==> config.mk <==
export PLATFORM = sky130hd
export DESIGN_NAME = pixel_scan_counter
export DESIGN_NICKNAME = d
export VERILOG_FILES = /design/src/rtl/scan_pkg.sv /design/src/rtl/axis_counter.sv /design/src/rtl/pixel_scan_counter.sv
export SDC_FILE = /design/constraint.sdc
export NUM_CORES = 1
export LEC_CHECK = 0
export ABC_AREA = 1
export CAP_MARGIN = 10
export CORE_AREA = 2 2 72 74
export CTS_CLUSTER_DIAMETER = 100
export CTS_CLUSTER_SIZE = 40
export DETAILED_ROUTE_END_ITERATION = 10
export DIE_AREA = 0 0 74 76
export SETUP_SLACK_MARGIN = 0.5
export SLEW_MARGIN = 20
export SYNTH_ARGS = -nofsm -noshare
export SYNTH_HDL_FRONTEND = slang
export SYNTH_SLANG_ARGS = --single-unit
==> constraint.sdc <==
create_clock -name clock -period 1.7 [get_ports clock]
set_clock_uncertainty 0.15 [all_clocks]
set_input_delay 0.34 -clock clock [delete_from_list [all_inputs] [get_ports clock]]
set_output_delay 0.34 -clock clock [all_outputs]
set_load 0.01 [all_outputs]
==> src/rtl/scan_pkg.sv <==
// scan_pkg: shared FSM state encodings for the pixel scan counter.
package scan_pkg;
   localparam logic [1:0] ST_IDLE = 2'd0;
   localparam logic [1:0] ST_RUN  = 2'd1;
   localparam logic [1:0] ST_DONE = 2'd2;
   typedef enum logic [1:0] {
      S_IDLE = ST_IDLE,
      S_RUN  = ST_RUN,
      S_DONE = ST_DONE
   } scan_state_t;
endpackage

==> src/rtl/axis_counter.sv <==
// axis_counter: one coordinate counter with clear, increment and terminal flag.
module axis_counter #(
   parameter int W     = 9,
   parameter int LIMIT = 320
) (
   input  logic         i_clock,
   input  logic         i_reset_n,
   input  logic         i_clr,
   input  logic         i_inc,
   output logic [W-1:0] o_count,
   output logic         o_term
);
   localparam logic [W-1:0] LAST = W'(LIMIT - 1);
   logic [W-1:0] r_count;
   always_ff @(posedge i_clock)
      if (!i_reset_n) r_count <= '0;
      else if (i_clr) r_count <= '0;
      else if (i_inc) r_count <= r_count + 1'b1;
   assign o_count = r_count;
   assign o_term  = (r_count == LAST);
endmodule

==> src/rtl/pixel_scan_counter.sv <==
// pixel_scan_counter: raster x/y scan with IDLE/RUN/DONE control.
// Define PIXEL_SCAN_ADDR_EN to add a linear pixel address output.
module pixel_scan_counter
   import scan_pkg::*;
#(
   parameter int XW     = 9,
   parameter int YW     = 8,
   parameter int WIDTH  = 320,
   parameter int HEIGHT = 240,
   parameter int WRAP   = 0
) (
   input  logic          clock,
   input  logic          resetN,
   input  logic          start,
   input  logic          abort,
   input  logic          enable,
   output logic [XW-1:0] x,
   output logic [YW-1:0] y,
   output logic          valid,
   output logic          done,
   output logic          busy
`ifdef PIXEL_SCAN_ADDR_EN
   ,
   output logic [$clog2(WIDTH*HEIGHT)-1:0] addr
`endif
);
   localparam logic WRAP_EN = (WRAP != 0);
   scan_state_t r_state, w_state_nxt;
   logic r_done;
   logic w_run, w_step, w_restart, w_last, w_x_term, w_y_term;
   logic w_x_clr, w_y_clr, w_x_inc, w_y_inc;
   assign w_run     = (r_state == S_RUN);
   assign w_restart = abort | start;
   assign w_step    = w_run & enable & ~w_restart;
   assign w_last    = w_x_term & w_y_term;
   assign w_x_inc   = w_step & ~w_x_term;
   assign w_y_inc   = w_step & w_x_term & ~w_y_term;
   // at the final pixel x only clears when the frame wraps; otherwise it holds
   assign w_x_clr   = w_restart | (w_step & w_x_term & (~w_y_term | WRAP_EN));
   assign w_y_clr   = w_restart | (w_step & w_last & WRAP_EN);
   always_comb
      w_state_nxt = abort ? S_IDLE :
                    start ? S_RUN :
                    (w_step & w_last & ~WRAP_EN) ? S_DONE : r_state;
   always_ff @(posedge clock)
      if (!resetN) begin
         r_state <= S_IDLE;
         r_done  <= 1'b0;
      end else begin
         r_state <= w_state_nxt;
         r_done  <= w_step & w_last;
      end
   axis_counter #(.W(XW), .LIMIT(WIDTH)) u_x (
      .i_clock(clock), .i_reset_n(resetN), .i_clr(w_x_clr), .i_inc(w_x_inc),
      .o_count(x), .o_term(w_x_term)
   );
   axis_counter #(.W(YW), .LIMIT(HEIGHT)) u_y (
      .i_clock(clock), .i_reset_n(resetN), .i_clr(w_y_clr), .i_inc(w_y_inc),
      .o_count(y), .o_term(w_y_term)
   );
`ifdef PIXEL_SCAN_ADDR_EN
   logic [$clog2(WIDTH*HEIGHT)-1:0] r_addr;
   always_ff @(posedge clock)
      if (!resetN || w_y_clr) r_addr <= '0;
      else if (w_x_inc | w_y_inc) r_addr <= r_addr + 1'b1;
   assign addr = r_addr;
`endif
   assign valid = w_run;
   assign busy  = w_run;
   assign done  = r_done;
endmodule
After elaboration in Yosys (flattened, before gate mapping)
Index checks and enable logic that the tools add are counted.
{"block": "classes", "n_addsub": 2, "multipliers": 0, "div_mod_pow": 0, "magnitude_cmp": 0, "n_eq_ne": 3, "shift": 0, "mux": 2, "n_bitwise": 13, "n_reduce_logical": 5}
{"op": "$add 9x1->9 const B", "count": 1}
{"op": "$eq 9x9->1 const B", "count": 1}
{"op": "$add 8x1->8 const B", "count": 1}
{"op": "$eq 8x8->1 const B", "count": 1}
{"op": "$and 1x1->1", "count": 7}
{"op": "$reduce_or 2->1", "count": 3}
{"op": "$not 1->1", "count": 4}
{"op": "$reduce_or 3->1", "count": 1}
{"op": "$eq 2x1->1 const B", "count": 1}
{"op": "$mux 1", "count": 2}
{"op": "$or 1x1->1", "count": 2}
{"op": "$reduce_bool 2->1", "count": 1}
{"block": "totals", "reg_bits": 20, "latchBits": 0, "ram_bits": 0, "mem_bits_ro": 0, "input_bits": 5, "output_inout_bits": 20, "word_cells": 30, "mem_count": 0}

Logic depth before layout (Yosys ltp)
Gate-level depths: netlist of the first run.
{"block": "depth", "ltp_word": 7, "ltp_mapped": 9, "mapped_depth_nobuf": 9}

Cells and area by module
Synthesis of the first run repeated with hierarchy kept, for this count alone.
{"block": "unflattened", "hier_cells": 144, "hier_area_um2": 1013.5}
{"module": "axis_counter (u_x)", "n_inst": 1, "cells_each": 65, "area_each_um2": 451.7, "seq_area_each_um2": 180.2}
{"module": "axis_counter (u_y)", "n_inst": 1, "cells_each": 51, "area_each_um2": 369.1, "seq_area_each_um2": 160.2}
{"module": "pixel_scan_counter", "n_inst": 1, "cells_each": 28, "area_each_um2": 192.7, "seq_area_each_um2": 60.1}

Worst setup path after synthesis of the first run
OpenSTA, ideal clock, no wires.
{"block": "synth_path", "kind": "register -> register", "start": "reg u_x.r_count[0], in the netlist u_x.o_count[0]", "end": "reg u_x.r_count[3], in the netlist u_x.o_count[3]", "setup_ns": 0.122, "t_arrival_ns": 1.342, "t_required_ns": 1.428, "path_slack_ns": 0.086, "path_stages_with_launch": 9, "path_buffers": 0, "synth_period_minus_slack_ns": 1.614, "path_cell_list": "dfxtp_1 -> ha_1 -> nand3_2 -> nor2_4 -> nand2_4 -> nor2_8 -> nand2_2 -> nand2_4 -> a21oi_1"}
{"block": "synth_via", "elab_chain_len": 5, "elab_cells_between_ends": 8, "classes_between": "add/sub (1); eq/ne (1); bitwise (5); reduce/logical (1)"}
{"element": "start: declaration", "line_no": "axis_counter.sv:14", "rtl": "logic [W-1:0] r_count;"}
{"element": "start signal: assignment", "line_no": "axis_counter.sv:18", "rtl": "else if (i_inc) r_count <= r_count + 1'b1;"}
{"element": "$eq 9x9->1", "line_no": "axis_counter.sv:20", "rtl": "assign o_term = (r_count == LAST);"}
{"element": "$and 1x1->1 (2 in a row)", "line_no": "pixel_scan_counter.sv:39", "rtl": "assign w_x_clr = w_restart | (w_step & w_x_term & (~w_y_term | WRAP_EN));"}
{"element": "$or 1x1->1", "line_no": "pixel_scan_counter.sv:39"}
{"element": "$reduce_or 2->1 (no line)"}
Parallel ways exist; a longest one is shown, timed or not.
A chain may end at the register's enable or synchronous reset.

Worst setup path after layout of the first run
{"block": "layout_path", "start": "reg u_y.r_count[0], in the netlist u_y.o_count[0]", "end": "reg u_x.r_count[2], in the netlist u_x.o_count[2]"}
{"block": "layout_via", "elab_chain_len": 5}
{"element": "start: declaration", "line_no": "axis_counter.sv:14"}
{"element": "start signal: assignment", "line_no": "axis_counter.sv:18"}
{"element": "$eq 8x8->1", "line_no": "axis_counter.sv:20"}
{"element": "$not 1->1", "line_no": "pixel_scan_counter.sv:39"}
{"element": "$and 1x1->1", "line_no": "pixel_scan_counter.sv:39"}
{"element": "$or 1x1->1", "line_no": "pixel_scan_counter.sv:39"}
{"element": "$reduce_or 2->1 (no line)"}
No other way between the ends.

==> key figures, run 1 <==
Clocking
  • CTS tree: done
  • Root buffer cell: clkbuf_8
  • Num CTS Buffers: 3
  • Clock sinks: 20
  • CTS Buffer Depth: 2
  • Clk_lat worst skew: around 260 ps
  • # hold bufs at CTS: 0
  • CTS clk-pin slew, worst paths: ~80 ps
  • H-tree levels: 1

Setup path
  • Reg2reg setup slack: 160 ps
  • Crit-path leading delay family: simple AND/OR/NAND/NOR gates
  • CP Cell Sequence: ha_4, nand2_4, nor2_4, nand4_4, nand2_4, nand2_8, a21oi_1
  • Worst path bufs/invs: 0
  • CP required: 1740 ps
  • Worst Reg2Reg Path Length in Cells: 7
  • Crit. End Element: register
  • Reg-to-Reg Start: u_y.o_count[0]$_SDFFE_PP0P_
  • Crit path depth: 7
  • Worst flop-to-flop path endpoint: u_x.o_count[2]$_SDFFE_PP0P_
  • Top cell by count, worst path: nand2_4
  • Arr. time, crit path: ~1600 ps
  • Worst setup path endpoint: u_x.o_count[2]$_SDFFE_PP0P_
  • Kind of critical path: register to register
  • Critical-path maximum fanout: 9
  • CP peak stage delay: 370 ps
  • CP startpoint kind: register
  • Worst Setup SP: u_y.o_count[0]$_SDFFE_PP0P_
  • Slowest CP cell: dfxtp_4

Yosys
  • Synth area leader: dfxtp_1
  • Seq/Total Area, Yosys: 32.8%
  • Synth top area cells: dfxtp_1 (33%), nand2_1 (13%), inv_1 (9.8%)
  • Synth Instances: between 150 and 200
  • Synth top area share: ~33%
  • Seq cells post-synth: 20
  • Avg Inst Size Synth: around 6.8 µm²
  • Post-synth cell types: 24
  • Synth Net Count: about 190
  • Yosys warns: 0
  • Synthesized area: around 1200 µm²

Placement
  • Port bufs: 24
  • Hpwl dp: just over 2000 µm
  • Placement Setup Slack: -188 ps
  • GPL Wtd Cong: about 0.81
  • Placed cell area: about 1700 µm²

Layout
  • Final Cell Area: around 2100 µm²
  • Share of post-route cells with drive strength above 1: 49.2%
  • Fillers: between 400 and 500
  • Antenna cells: 0
  • Area Growth Syn to Fin: 73.6%
  • Nets: between 200 and 300

Floorplanning
  • Core ar.: approximately 4900 µm²
  • Die Wd: between 70 and 80 µm
  • Rows: 26
  • Die area: between 5000 and 6000 µm²
  • Die height: ~76 µm
  • # IOs: 25
  • Initial Util: between 20% and 30%

Detailed routing
  • WL final: approximately 3400 µm
  • Avg WL per Cell: roughly 11 µm
  • Vias/cell: between 4 and 5
  • 1st-pass router iterations: 4
  • DRC Markers: 0
  • Routed vias: ~1,300
  • Initial DRC Count: slightly below 60
  • ANT nets after route: 0

GRT
  • Antenna violations before repair: 0
  • M1 GR Usage: 16.3%
  • M2 GR Usage: 20.8%
  • Vias in the first global route: around 1,300
  • GRT Total Usage: roughly 13%
  • Global-route wire length before repair: roughly 5700 µm
  • GR peak layer: met2
  • Congestion Overflow GR: 0
  • Met3 GRT Util: 3.31%
  • Pin count of the biggest net entering global routing: 12

Power
  • Clk pwr share: 39.5%
  • Switch share: a little under a quarter
  • Register share of total power: a little over half
  • Pint: 0.648 mW
  • Net Switching: 0.199 mW
  • P_leak: about 0.9 nW
  • Total power density per cell area: around 400 nW/µm²
  • Logic pwr share: around 6.7%
  • Peak VDD IR: 0.196 mV

Timing
  • RSZ-0062 raised after global routing: yes
  • Post-route minimum period: about 1500 ps
  • Highest Clock Rate: between 0.6 and 0.7 GHz
  • Period utilisation layout: approximately nine tenths
  • Final Worst Setup Slack: around 160 ps
  • Final Hold Fails: 0
  • Worst hold slack: between 300 and 400 ps
  • Setup-failing EPs final: 0
  • Fin. max-slew vios: 0
  • Worst rel slew slack: approximately four fifths
  • Worst-Margin Slew: about 290 ps

Run status
  • Status: completed

Run
  • Max Cap Viol: 0

Min path
  • Hold WC Path Type: register to register
-- layout by cell type (no fill, tap or decap), types with 2 or more instances in the layout --
cell / synthesis / final
nand3_1: 9 / 8
dfxtp_1: 20 / 3
nand3_2: 4 / 2
buf_2: 0 / 3
dlygate4sd2_1: 0 / 4
nand2_1: 43 / 42
nand2_8: 0 / 2
clkdlybuf4s15_2: 0 / 2
nor2_4: 3 / 7
dfxtp_2: 0 / 8
buf_4: 1 / 24
dfxtp_4: 0 / 9
nand3_4: 0 / 4
clkbuf_8: 0 / 3
nand4_1: 11 / 11
ha_4: 0 / 2
o21ai_0: 3 / 3
inv_1: 32 / 29
nand2_4: 3 / 4
nor2_1: 20 / 16
buf_6: 0 / 22
xor2_1: 2 / 2
nor2_2: 5 / 6
a21oi_2: 0 / 9
inv_2: 0 / 2
-- registers in the layout (all words and copies together) (netlist names) --
name	cells
u_x.o_count	9
done	1
r_state	2
u_y.o_count	8
-- per-layer routing --
| metal | wire length (µm) | up-vias | share of wire (%) |
|---|---|---|---|
| met5 | 0 | - | 0 |
| met4 | 15 | 0 | 0.44 |
| met3 | 128 | 2 | 3.7 |
| met2 | 1750 | 26 | 51 |
| met1 | 1540 | 606 | 45 |
| li1 | - | 698 | - |
-- through the flow --
stage	total power, mW	utilization (%)	TNS [ps]	std cells
floorplan	0.500	-	0	180
global placement	0.526	34.0	-2500	282
global route	0.894	43.1	0	312
detailed placement	0.526	34.0	-2680	282
CTS	0.864	40.2	0	306
finish	0.847	43.1	0	312
-- worst register-to-register path, stage by stage, from the launching register on --
cell and delay, ps:
dfxtp_4 370, ha_4 150, nand2_4 60, nor2_4 180, nand4_4 200, nand2_4 140, nand2_8 90, a21oi_1 110
-- synth_stat cells --
cell type and number:
nor2_1 20, clkinv_2 1, nand4_1 11, nor2_4 3, inv_1 32, nor2_8 1, nand4_2 1, nand2_4 3
xor2_1 2, dfxtp_1 20, or2_2 1, buf_4 1, nor2_2 5, a21boi_1 1, a21oi_1 10, nand2_1 43
nand3_2 4, o21ai_0 3, ha_1 2, nand3b_1 1, nor3_1 2, nand2_2 3, o21ai_2 1, nand3_1 9
-- layout make-up --
| class | instances | area (µm²) | area share, % |
|---|---|---|---|
| multi-input combinational | 128 | 881 | 41.6 |
| timing repair buffer | 57 | 531 | 25.0 |
| sequential | 20 | 444 | 21.0 |
| inverter | 33 | 131 | 6.20 |
| tap | 70 | 87.6 | 4.13 |
| clock buffer | 4 | 45.0 | 2.13 |
-- kinds of logic (layout without fill, tap and decap cells) --
logic type | count (synthesis) | in the layout | share of synthesized area (%)
buf+inv | 34 | 94 | 10.9
flops | 20 | 20 | 32.8
fa+ha+maj | 2 | 2 | 2.05
simple gates | 107 | 109 | 46.2
xor+xnor | 2 | 2 | 1.43
compound gates | 15 | 15 | 6.66
-- worst min path at each step --
| stage | from | to | slack, ps | cells past startpoint |
|---|---|---|---|---|
| 6_report | r_state[1]$_SDFFE_PP0P_ | r_state[1]$_SDFFE_PP0P_ | 370 | 2 |
| 5_1_grt | u_x.o_count[2]$_SDFFE_PP0P_ | u_x.o_count[2]$_SDFFE_PP0P_ | 390 | 2 |
| 4_1_cts | r_state[1]$_SDFFE_PP0P_ | r_state[1]$_SDFFE_PP0P_ | 370 | 2 |
| 3_5_place_dp | r_state[1]$_SDFFE_PP0P_ | r_state[1]$_SDFFE_PP0P_ | 330 | 2 |
| 3_3_place_gp | r_state[1]$_SDFFE_PP0P_ | r_state[1]$_SDFFE_PP0P_ | 320 | 2 |
| 2_1_floorplan | start | r_state[0]$_SDFFE_PP0P_ | 300 | 2 |
-- what timing repair did --
action | 4_1_cts | 5_1_grt
setup buffers | 18 | 6
cloned | 2 | 0
endpoints found under the setup margin | 40 | 40
resized for setup | 125 | 22
pin swaps | 14 | 11
-- power groups by stage --
| stage | sequential [mW] | combinational [mW] | clock (mW) |
|---|---|---|---|
| CTS | 0.459 | 0.0540 | 0.351 |
| detailed placement | 0.476 | 0.0500 | 0 |
| global placement | 0.476 | 0.0498 | 0 |
| floorplan | 0.476 | 0.0236 | 0 |
| global route | 0.456 | 0.0613 | 0.377 |
| finish | 0.456 | 0.0566 | 0.334 |
No activity file was read; power rests on OpenSTA's default activity.
==> run 2, diff against run 1 <==
--- a/config.mk
+++ b/config.mk
@@ -9,7 +9,6 @@
 export CAP_MARGIN = 10
 export CORE_AREA = 2 2 72 74
 export CTS_CLUSTER_DIAMETER = 100
-export CTS_CLUSTER_SIZE = 40
 export DETAILED_ROUTE_END_ITERATION = 10
 export DIE_AREA = 0 0 74 76
 export SETUP_SLACK_MARGIN = 0.5
==> constraint.sdc (replaced) <==
create_clock -name clock -period 1.95 [get_ports clock]
set_clock_uncertainty 0.15 [all_clocks]
set_input_delay 0.39 -clock clock [delete_from_list [all_inputs] [get_ports clock]]
set_output_delay 0.39 -clock clock [all_outputs]
set_load 0.01 [all_outputs]
==> run 2 against run 1 <==
Count of clock-buffer cells in the layout unchanged. Worst setup slack better by 260 ps. Power fell by 8.7%. Hold slack got worse by 2.4 ps. First-iteration DRC count fell by 8.5%. Sequential share of layout area up 2.3 points. Die area did not move. Sequential power fell by 13%. Combinational power is 9.5% lower. Critical path depth down 4. Cell count down 6.1%. Critical path type is now register to primary output. Critical endpoint is now busy.
==> key figures, run 2 (synthesized netlist as in run 1, its figures left out) <==
Timing
  • Worst rel slew slack: 80.7% (was 80.9%)
  • Final Worst Setup Slack: 420 ps (was 160 ps)
  • Post-route minimum period: about 1500 ps
  • Worst hold slack: 372 ps (was 374 ps)
  • Final Hold Fails: 0 (unchanged)
  • Setup-failing EPs final: 0 (unchanged)
  • Highest Clock Rate: around 0.65 GHz
  • RSZ-0062 raised after global routing: yes (unchanged)
  • Worst-Margin Slew: 289 ps (was 286 ps)
  • Period utilisation layout: 78.5%
  • Setup TNS: 0 ps (unchanged)
  • Fin. max-slew vios: 0 (unchanged)

Detailed routing
  • DRC Markers: 0 (unchanged)
  • Avg WL per Cell: 10.5 µm (was 11.0 µm)
  • Vias/cell: 4.32 (was 4.27)
  • 1st-pass router iterations: 4 (unchanged)
  • ANT nets after route: 0 (unchanged)
  • Initial DRC Count: 54 (was 59)
  • Routed vias: 1,267 (was 1,332)
  • WL final: 3080 µm (was 3440 µm)

Clocking
  • Root buffer cell: clkbuf_8 (unchanged)
  • Clk_lat worst skew: 260 ps (about the same)
  • CTS clk-pin slew, worst paths: 80 ps (about the same)
  • CTS Buffer Depth: 2 (unchanged)
  • Clock sinks: 20 (unchanged)
  • # hold bufs at CTS: 0 (unchanged)
  • H-tree levels: 1 (unchanged)
  • CTS tree: done (unchanged)
  • Num CTS Buffers: 3 (unchanged)

Placement
  • Placed cell area: 1630 µm² (was 1670 µm²)
  • Port bufs: 24 (unchanged)
  • GPL Wtd Cong: 0.816 (was 0.808)
  • Hpwl dp: 2060 µm (was 2080 µm)
  • Placement Setup Slack: 17.3 ps (was -188 ps)

GRT
  • Pin count of the biggest net entering global routing: 12 (unchanged)
  • Congestion Overflow GR: 0 (unchanged)
  • Antenna violations before repair: 0 (unchanged)
  • GRT Total Usage: 11.6% (was 12.6%)
  • Global-route wire length before repair: 5120 µm (was 5730 µm)
  • Vias in the first global route: 1,131 (was 1,263)

Layout
  • Fillers: 513 (was 490)
  • Antenna cells: 0 (unchanged)
  • Area Growth Syn to Fin: 55.6% (was 73.6%)
  • Commonest non-fill, non-tap cell in the layout: nand2_1 (unchanged)
  • Max reg flops: 9 (unchanged)
  • Final Cell Area: 1900 µm² (was 2120 µm²)
  • Share of post-route cells with drive strength above 1: 39.0% (was 49.2%)
  • Multi-input gate area: 873 µm² (was 881 µm²)
  • Register area: 443 µm² (was 444 µm²)
  • Nets: 231 (was 250)
  • Most frequent cells in the layout: nand2_1 (41), inv_1 (29), nor2_1 (20), clkdlybuf4s15_1 (12), nand4_1 (11) (was nand2_1 (42), inv_1 (29), buf_4 (24), buf_6 (22), nor2_1 (16))

Floorplanning
  • # IOs: 25 (unchanged)
  • Initial Util: 24.9% (unchanged)
  • Die Wd: 74 µm (unchanged)
  • Die height: 76 µm (unchanged)
  • Die area: 5620 µm² (unchanged)
  • Core ar.: 4910 µm² (unchanged)
  • Rows: 26 (unchanged)

Setup path
  • CP required: 1410 ps (was 1740 ps)
  • Crit. End Element: primary output (was register)
  • Arr. time, crit path: 990 ps (was 1580 ps)
  • Kind of critical path: register to primary output (was register to register)
  • Critical-path maximum fanout: 3 (was 9)
  • CP startpoint kind: register (unchanged)
  • Reg2reg setup slack: 430 ps (was 160 ps)

Run status
  • Status: completed (unchanged)

Run
  • Max Cap Viol: 0 (unchanged)

Power
  • Total power density per cell area: 407 nW/µm² (was 399 nW/µm²)
  • Peak VDD IR: 0.211 mV (was 0.196 mV)
  • P_leak: 0.770 nW (was 0.900 nW)

Min path
  • Hold WC Path Type: register to register (unchanged)
run 2: final cells by class:
type,count,area share (%)
clock buffer,4,2.90
timing repair buffer,36,16.5
sequential,20,23.3
multi-input combinational,130,46.0
inverter,33,6.78
tap,70,4.61
run 2: worst paths after layout:
| kind | from | end | cells past startpoint |
|---|---|---|---|
| min | u_x.o_count[3]$_SDFFE_PP0P_ | u_x.o_count[3]$_SDFFE_PP0P_ | 2 |
| max | r_state[0]$_SDFFE_PP0P_ | busy | 3 |
| max reg2reg | u_x.o_count[0]$_SDFFE_PP0P_ | u_x.o_count[3]$_SDFFE_PP0P_ | 8 |
| min reg2reg | u_x.o_count[3]$_SDFFE_PP0P_ | u_x.o_count[3]$_SDFFE_PP0P_ | 2 |
run 2: layer usage:
layer | share of wire [%] | GRT usage [%] | vias up
met5 | 0 | 0 | -
li1 | - | - | 667
met2 | 47 | 18.2 | 32
met3 | 5.3 | 3.17 | 2
met1 | 47 | 15.1 | 566
met4 | 0.78 | 3.82 | 0
run 2: through the flow:
stage	cells	utilization, %	power [mW]
after floorplan	180	-	0.436
after detailed placement	275	33.2	0.456
final	293	38.7	0.773
after CTS	293	38.8	0.792
after global routing	293	38.7	0.805
after global placement	275	33.2	0.456
run 2: critical path, cell delays in order, from the launching register on:
cell	delay, ps
dfxtp_2	340
inv_2	40
nor2_4	100
clkdlybuf4s15_1	250
run 2: repair_timing:
item                                    CTS  global route
cloned                                    4             0
setup buffers                            10             0
endpoints found under the setup margin   40            33
pin swaps                                17             9
gates resized for setup                  76            17
run 2: power by group:
part | total (mW) | leakage [nW] | internal (mW) | switching (mW)
clock network | 0.323 | 0.0288 | 0.180 | 0.143
registers | 0.399 | 0.173 | 0.398 | 0.000810
logic | 0.0512 | 0.569 | 0.0240 | 0.0272
total | 0.773 | 0.770 | 0.602 | 0.171
